<file path="src/rtl/itcm_loader.sv">
// Boot loader: packs a little-endian byte stream into 32-bit ITCM words, zero-fills the
// remaining depth, then releases the core from hold.
module itcm_loader #(
    parameter int          ITCM_DEPTH = 4096,
    parameter int          AW         = $clog2(ITCM_DEPTH),
    parameter logic [31:0] BOOT_PC    = 32'h0000_0080
) (
    input  logic          clk,
    input  logic          rst,
    input  logic          load_start,
    input  logic          s_valid,
    input  logic [7:0]    s_data,
    input  logic          s_last,
    output logic          s_ready,
    output logic          itcm_we,
    output logic [AW-1:0] itcm_addr,
    output logic [31:0]   itcm_wdata,
    output logic          core_hold,
    output logic [31:0]   pc_rtvec,
    output logic          load_done,
    output logic          overflow
);

    typedef enum logic [1:0] {IDLE, LOAD, FILL, DONE} state_t;

    localparam logic [AW:0] DEPTH_W = (AW+1)'(ITCM_DEPTH);
    localparam logic [AW:0] ONE_W   = (AW+1)'(1);

    state_t      state, state_nxt;
    logic [AW:0] word_cnt;      // one bit wider so it can hold ITCM_DEPTH
    logic [1:0]  byte_cnt;
    logic [31:0] part;
    logic [31:0] packed_word;
    logic        accept;
    logic        full;

    assign pc_rtvec = BOOT_PC;

    always_comb begin
        s_ready     = (state == LOAD);
        accept      = s_valid && s_ready;
        full        = (word_cnt == DEPTH_W);
        // upper bytes of part are always zero, so a short final word pads itself
        packed_word = part | (32'(s_data) << {byte_cnt, 3'b000});
        state_nxt   = state;
        case (state)
            IDLE:    if (load_start) state_nxt = LOAD;
            LOAD:    if (accept && s_last) state_nxt = FILL;
            FILL:    if (full) state_nxt = DONE;
            DONE:    if (load_start) state_nxt = LOAD;
            default: state_nxt = IDLE;
        endcase
    end

    always_ff @(posedge clk or posedge rst) begin
        if (rst) begin
            state      <= IDLE;
            word_cnt   <= '0;
            byte_cnt   <= '0;
            part       <= '0;
            itcm_we    <= 1'b0;
            itcm_addr  <= '0;
            itcm_wdata <= '0;
            core_hold  <= 1'b1;
            load_done  <= 1'b0;
            overflow   <= 1'b0;
        end else begin
            state   <= state_nxt;
            itcm_we <= 1'b0;
            case (state)
                IDLE, DONE: begin
                    if (load_start) begin
                        word_cnt  <= '0;
                        byte_cnt  <= '0;
                        part      <= '0;
                        overflow  <= 1'b0;
                        load_done <= 1'b0;
                        core_hold <= 1'b1;
                    end
                end
                LOAD: begin
                    if (accept) begin
                        if (full) begin
                            overflow <= 1'b1;
                        end else if (byte_cnt == 2'd3 || s_last) begin
                            itcm_we    <= 1'b1;
                            itcm_addr  <= word_cnt[AW-1:0];
                            itcm_wdata <= packed_word;
                            word_cnt   <= word_cnt + ONE_W;
                            byte_cnt   <= '0;
                            part       <= '0;
                        end else begin
                            part     <= packed_word;
                            byte_cnt <= byte_cnt + 2'd1;
                        end
                    end
                end
                FILL: begin
                    if (full) begin
                        load_done <= 1'b1;
                        core_hold <= 1'b0;
                    end else begin
                        itcm_we    <= 1'b1;
                        itcm_addr  <= word_cnt[AW-1:0];
                        itcm_wdata <= '0;
                        word_cnt   <= word_cnt + ONE_W;
                    end
                end
                default: ;
            endcase
        end
    end

endmodule
</file>
<file path="config.mk">
export PLATFORM = sky130hd
export DESIGN_NAME = itcm_loader
export DESIGN_NICKNAME = d
export VERILOG_FILES = /design/src/rtl/itcm_loader.sv
export SDC_FILE = /design/constraint.sdc
export NUM_CORES = 1
export LEC_CHECK = 0
export ABC_AREA = 1
export CAP_MARGIN = 0
export CORE_ASPECT_RATIO = 1.4
export CORE_MARGIN = 1
export CORE_UTILIZATION = 40
export DETAILED_ROUTE_END_ITERATION = 10
export PLACE_DENSITY = 0.72
export SETUP_SLACK_MARGIN = 0.05
export SLEW_MARGIN = 20
export SYNTH_ARGS = -nofsm -noshare
export SYNTH_HDL_FRONTEND = slang
export SYNTH_SLANG_ARGS = --single-unit
</file>
<file path="constraint.sdc">
create_clock -name clk -period 2.82 [get_ports clk]
set_input_delay 0.282 -clock clk [delete_from_list [all_inputs] [get_ports clk]]
set_output_delay 0.282 -clock clk [all_outputs]
set_load 0.02 [all_outputs]
</file>
==> flow_metrics.env <==
export IMPL_drive_gt1_share_pct=8.992
export IMPL_netlist_top_cells_count="169 x nand2_1, 96 x dfrtp_1, 75 x nand3_1"
export IMPL_cp_start_kind="flop"
export IMPL_grt_use_met2_pct=31.95
export IMPL_syn_area_um2=4946
export IMPL_die_width_um=95.98
export IMPL_insertion_delay_ns=0.35
export IMPL_muxShareOfSynthArea_pct=0
export IMPL_post_route_min_period_ns=2.202
export IMPL_p_int_uw=3174
export IMPL_ys_warn_count=0
export IMPL_seq_area_frac_synth_pct=49.10
export IMPL_p_sw_uw=2693
export IMPL_rsz0062_at_grt="no"
export IMPL_cp_arrival_ns=2.49
export IMPL_met3_usage_pct=5.194
export IMPL_initial_core_util_pct=41.43
export IMPL_grt_pass1_vias=4043
export IMPL_synth_edf_count=0
export IMPL_grt_pass1_wl_um=19390
export IMPL_synth_top_family_by_area="simple AND/OR/NAND/NOR gates"
export IMPL_synth_area_top_cells="dfrtp_1 49%, nand2_1 13%, nand3_1 7.6%, buf_4 6.2%, o21ai_1 4.1%"
export IMPL_timing_final_crit_share_pct=78.08
export IMPL_synthCells=592
export IMPL_grt_busiest_layer="met2"
export IMPL_worstPathCellList="inv_1, ha_1, nand2_2, inv_2, nor3_4, nand2_2, nand2_2, nand3_1, nand2_1"
export IMPL_ctsRootBufferMaster="clkbuf_16"
export IMPL_yosysMostFrequentCell="nand2_1"
export IMPL_synth_distinct_cells=34
export IMPL_synth_top_cell_area_share_pct=48.57
export IMPL_initialDrtViolationCount=281
export IMPL_end_kind="flop"
export IMPL_cts_setup_buffers=0
export IMPL_slew_headroom_pct=55.25
export IMPL_async_flop_share_pct=100.0
export IMPL_status="completed"
export IMPL_cts_htree_levels=3
export IMPL_grtUsageTotal_pct=19.54
export IMPL_cp_common_cell="nand2_2"
export IMPL_fillers=1144
export IMPL_drv_cap=0
export IMPL_seqPwrFrac_pct=31.8
export IMPL_synth_seq_cells=97
export IMPL_leakage_uw=0.002746
export IMPL_cts_buffer_depth=2
export IMPL_wl_per_cell_um=14.71
export IMPL_hpwlAfterDp_um=8149
export IMPL_path_max_fanout=34
export IMPL_clock_fmax_mhz=454.2
export IMPL_cts_repair_resized=0
export IMPL_critPathRequiredTime_ns=3.11
export IMPL_skew_ns=0.007911
export IMPL_dr_pass1_iters=5
export IMPL_pin_count=94
export IMPL_yosys_area_share_adder_pct=1.518
export IMPL_power_density_nw_per_um2=1009
export IMPL_antenna_found_initial=0
export IMPL_drt_total_wl_um=11650
export IMPL_hold_path_class="in -> async"
export IMPL_post_route_util_pct=48.73
export IMPL_ys_flop_type="dfrtp_1"
export IMPL_synth_top_area_cell="dfrtp_1"
export IMPL_hold_violations=0
export IMPL_drc=0
export IMPL_fin_nets=660
export IMPL_core_area_um2=11940
export IMPL_die_area_um2=12820
export IMPL_io_buffer_count=61
export IMPL_syn_area_per_cell_um2=8.355
export IMPL_synth_simple_area_share_pct=27.22
export IMPL_synth_compound_area_share_pct=11.05
export IMPL_setup_slack_ns=0.6181
export IMPL_cts_buffers=9
export IMPL_cts_sinks=97
export IMPL_cpPeakStageDelay_ns=0.50
export IMPL_post_place_ws_ns=0.6456
export IMPL_die_y_um=133.6
export IMPL_cts_hold_buf=0
export IMPL_path_class="reg -> reg"
export IMPL_finalSetupTns_ns=0
export IMPL_finalMaxSlewViolations=0
export IMPL_dp_cells=777
export IMPL_setup_viol=0
export IMPL_swShare_pct=45.90
export IMPL_ir_drop_uv=737.5
export IMPL_area_growth_synth_to_final_pct=17.61
export IMPL_pwr_share_comb_pct=48.3
export IMPL_ant_nets=0
export IMPL_vias=4128
export IMPL_avgViaCountPerCell=5.212
export IMPL_finalNonFillerCells=792
export IMPL_tightest_slew_ns=0.6689
export IMPL_grt_max_degree=41
export IMPL_diodes=0
export IMPL_grt_util_met1_pct=23.68
export IMPL_slowest_stage="nand2_2"
export IMPL_rows=47
export IMPL_cts_tree="done"
export IMPL_total_power_uw=5868
export IMPL_clkTransAtPathRegs_ns=0.07
export IMPL_p_clk_share_pct=19.9
export IMPL_grt_overflow=0
export IMPL_synth_xor_area_share_pct=0.3542
export IMPL_gp_congestion=0.8651
## per-stage QoR
stage / hold slack, ns / area (um^2)
final: 0.3008 / 5817
after CTS: 0.3117 / 5817
after floorplan: 0.4675 / 5062
after detailed placement: 0.4581 / 5537
after global placement: 0.4530 / 5537
after global routing: 0.3563 / 5817
## worst max-delay path, delay by kind of cell, from the launching register on
family                     cells  cell delay [ns]
buffers and inverters          2             0.14
and+or+nand+nor                6             1.22
DFF                            1             0.40
adders and majority gates      1             0.37
## routing by layer
metal,up-vias,wire [um]
li1,1992,-
met1,1959,4750
met2,145,5838
met3,32,664
met4,0,402
met5,-,0
## registers in the layout, indices dropped and copies added (netlist names), 2 cells and up
register and flops:
byte_cnt 2, part 32, itcm_wdata 32, state 2
word_cnt 13, itcm_addr 12
## power by group through the flow
| stage | Clock [uW] | Sequential, uW | Combinational (uW) |
|---|---|---|---|
| 2_1_floorplan | 0 | 2030 | 2000 |
| 3_3_place_gp | 0 | 1880 | 2760 |
| 3_5_place_dp | 0 | 1890 | 2820 |
| 4_1_cts | 1190 | 1870 | 2840 |
| 5_1_grt | 1250 | 1900 | 3110 |
| 6_report | 1170 | 1860 | 2840 |
## final cells by class
type	instances	area (um^2)	share of cell area, %
Clock buffer	11	252.7	4.345
Clock inverter	4	27.53	0.4732
Inverter	29	112.6	1.936
Multi-Input combinational cell	432	2106	36.20
Sequential cell	97	2429	41.75
Tap cell	147	183.9	3.162
Timing Repair Buffer	72	705.7	12.13
## cell families (layout without fill, tap and decap cells)
group,Yosys count,after routing
buffers and inverters,93,116
XOR/XNOR,2,2
AND/OR/NAND/NOR,300,300
adder cells (fa/ha/maj),6,6
flip-flops,97,97
other,2,32
AO/OA/AOI/OAI,92,92
## worst paths after layout
path | depth (start not counted) | from | end | slack (ns)
max | 9 | state[0] | part[16] | 0.62
min | 2 | rst | itcm_wdata[29] | 0.30
max reg2reg | 9 | state[0] | part[16] | 0.62
min reg2reg | 2 | core_hold | core_hold | 0.47
max in group asynchronous | 3 | rst | itcm_wdata[8] | 1.87
min in group clk | 2 | core_hold | core_hold | 0.47
## cell usage in the layout (no fill, tap or decap), types with 8 or more instances in the layout
| master | Yosys | layout |
|---|---|---|
| or2_2 | 9 | 9 |
| clkdlybuf4s50_1 | 0 | 61 |
| o21ai_1 | 41 | 41 |
| a31o_2 | 8 | 8 |
| o21ai_0 | 16 | 16 |
| clkbuf_16 | 0 | 9 |
| nor2_1 | 18 | 18 |
| inv_1 | 24 | 23 |
| conb_1 | 2 | 32 |
| dfrtp_1 | 96 | 96 |
| nand3_1 | 75 | 75 |
| nand3b_1 | 8 | 8 |
| nand2_1 | 169 | 169 |
| a31oi_1 | 9 | 9 |
| o21bai_1 | 16 | 16 |
| buf_4 | 41 | 10 |
Note: power is estimated with default switching activity, not from simulation.
==> variant: new RTL, config.mk and constraints unchanged <==
The parameter `ITCM_DEPTH` goes from 4096 to 16384.
--- a/src/rtl/itcm_loader.sv
+++ b/src/rtl/itcm_loader.sv
@@ -3,3 +3,3 @@
 module itcm_loader #(
-    parameter int          ITCM_DEPTH = 4096,
+    parameter int          ITCM_DEPTH = 16384,
     parameter int          AW         = $clog2(ITCM_DEPTH),
Ports: changed (resized itcm_addr); port bits go from 94 to 96. No check against the original RTL was run, so the function may have changed too.
==> variant against the original RTL <==
- routed wire length rose by 8.5%
- sequential share of layout area fell by 2.6 points
- count of clock-buffer cells in the layout up 1
- total power rose by 1.7%
- design area is 11% higher
- sequential cell count is 4 higher
- largest cell class unchanged
- worst setup slack better by 11 ps
- critical path type is now reg2out
- area after synthesis rose by 12%
- cell count up 22%
- clock skew is 4.0 ps higher
- die area up 11%
==> variant: results (changes against the original RTL) <==
[metrics] result of the run: completed
[metrics] CP Capture Point: s_ready
[metrics] met3 track demand over resource: 3.867% (-1.3 points)
[metrics] minimum hold slack: 405.2 ps (+104.4 ps)
[metrics] fillers: 1,301 (+14%)
[metrics] fraction of the yosys area taken by sequential cells: 45.79% (-3.3 points)
[metrics] routed wire length per instance: 13.11 µm (-11%)
[metrics] Placed Cells: 948 (+22%)
[metrics] clock-pin slew reported for the worst setup and hold paths after clock tree synthesis: 70 ps (about the same)
[metrics] total of buffers placed on input and output ports: 63 (+3.3%)
[metrics] via count of the first global-routing pass: 4,358 (+7.8%)
[metrics] crit-path leading delay family: buffers and inverters
[metrics] max-slew headroom at the worst pin: 51.33% (-3.9 points)
[metrics] largest net degree at the start of global routing: 47 (+15%)
[metrics] slowest CP cell: clkdlybuf4s50_1
[metrics] worst vdd rail ir drop: 609.5 µV (-17%)
[metrics] Critical R2R Launch: state[0]
[metrics] detailed placement HPWL: 9.025 mm (+11%)
[metrics] instance area at placement: 6173 µm² (+12%)
[metrics] delay contributed by the slowest stage of the critical path: 680 ps (+180 ps)
[metrics] biggest area contributors in the synthesized netlist: dfrtp_1 (45%), nand2_1 (16%), nand3_1 (7.0%)
[metrics] nets@finish: 796 (+21%)
[metrics] GR Layer Usage met2: 32.37% (+0.41 points)
[metrics] arrival time reported for the critical path endpoint: 1910 ps (-580 ps)
[metrics] setup slack after placement: 628.3 ps (-17.28 ps)
[metrics] highest clock frequency the design can meet: 456.5 MHz (+0.52%)
[metrics] worst setup path start: state[1]
[metrics] global-route wire length before repair: 20.94 mm (+8.0%)
[metrics] worst clock skew: 11.93 ps (+4.014 ps)
[metrics] number of cells in the finished layout apart from fillers: 964 (+22%)
[metrics] fraction of met1 tracks used by global routing: 22.91% (-0.78 points)
[metrics] flop-to-flop setup slack: 650 ps (+30 ps)
[metrics] fraction of synthesized cell area in xor and xnor cells: 0.7929% (+0.44 points)
[metrics] final weighted congestion in routability-driven placement: 0.9017 (+4.2%)
[metrics] most instantiated cells after synthesis: nand2_1 (235), dfrtp_1 (100), nand3_1 (77)
[metrics] post-synthesis instance total: 729 (+23%)
[metrics] largest registers: itcm_wdata (32), part (32), word_cnt (15)
[metrics] Via-to-Cell Ratio: 4.765 (-8.6%)
[metrics] clk root buf: clkbuf_16
[metrics] Resize count post-CTS: 0 (unchanged)
[metrics] Adder-Cell Fraction of Synth Area: 1.359% (-0.16 points)
[metrics] GRT Total Usage: 18.77% (-0.77 points)
[metrics] share of cells above drive strength 1: 8.312% (-0.68 points)
[metrics] fraction of the mapped netlist area in compound gates: 6.343% (-4.7 points)
[metrics] endpoint of the worst-slack reg-to-reg timing path: part[7]
[metrics] standby leakage power: 3.206 nW (+17%)
[metrics] maximum fanout along the worst path: 7 (-79%)
[metrics] maximum count of clock buffers along a single path: 2 (unchanged)
==> variant: power breakdown <==
| part | internal [mW] | total, mW | leakage, nW | switching (mW) |
|---|---|---|---|---|
| registers | 1.71 | 1.88 | 1.38 | 0.174 |
| logic | 0.869 | 2.91 | 1.69 | 2.04 |
| clock network | 0.643 | 1.17 | 0.138 | 0.531 |
==> variant: cell type report <==
| class | instances | area [µm²] | share of cell area (%) |
|---|---|---|---|
| Multi-Input combinational cell | 523 | 2384 | 36.94 |
| Inverter | 65 | 247.7 | 3.839 |
| Clock inverter | 4 | 22.52 | 0.3490 |
| Clock buffer | 12 | 256.5 | 3.975 |
| Tap cell | 182 | 227.7 | 3.529 |
| Sequential cell | 101 | 2529 | 39.19 |
| Timing Repair Buffer | 77 | 785.8 | 12.18 |
==> variant: routing by layer <==
metal / vias up / wire length [µm]
met4: 0 / 233
li1: 2301 / -
met1: 2144 / 5320
met2: 127 / 6539
met3: 21 / 547
met5: - / 0
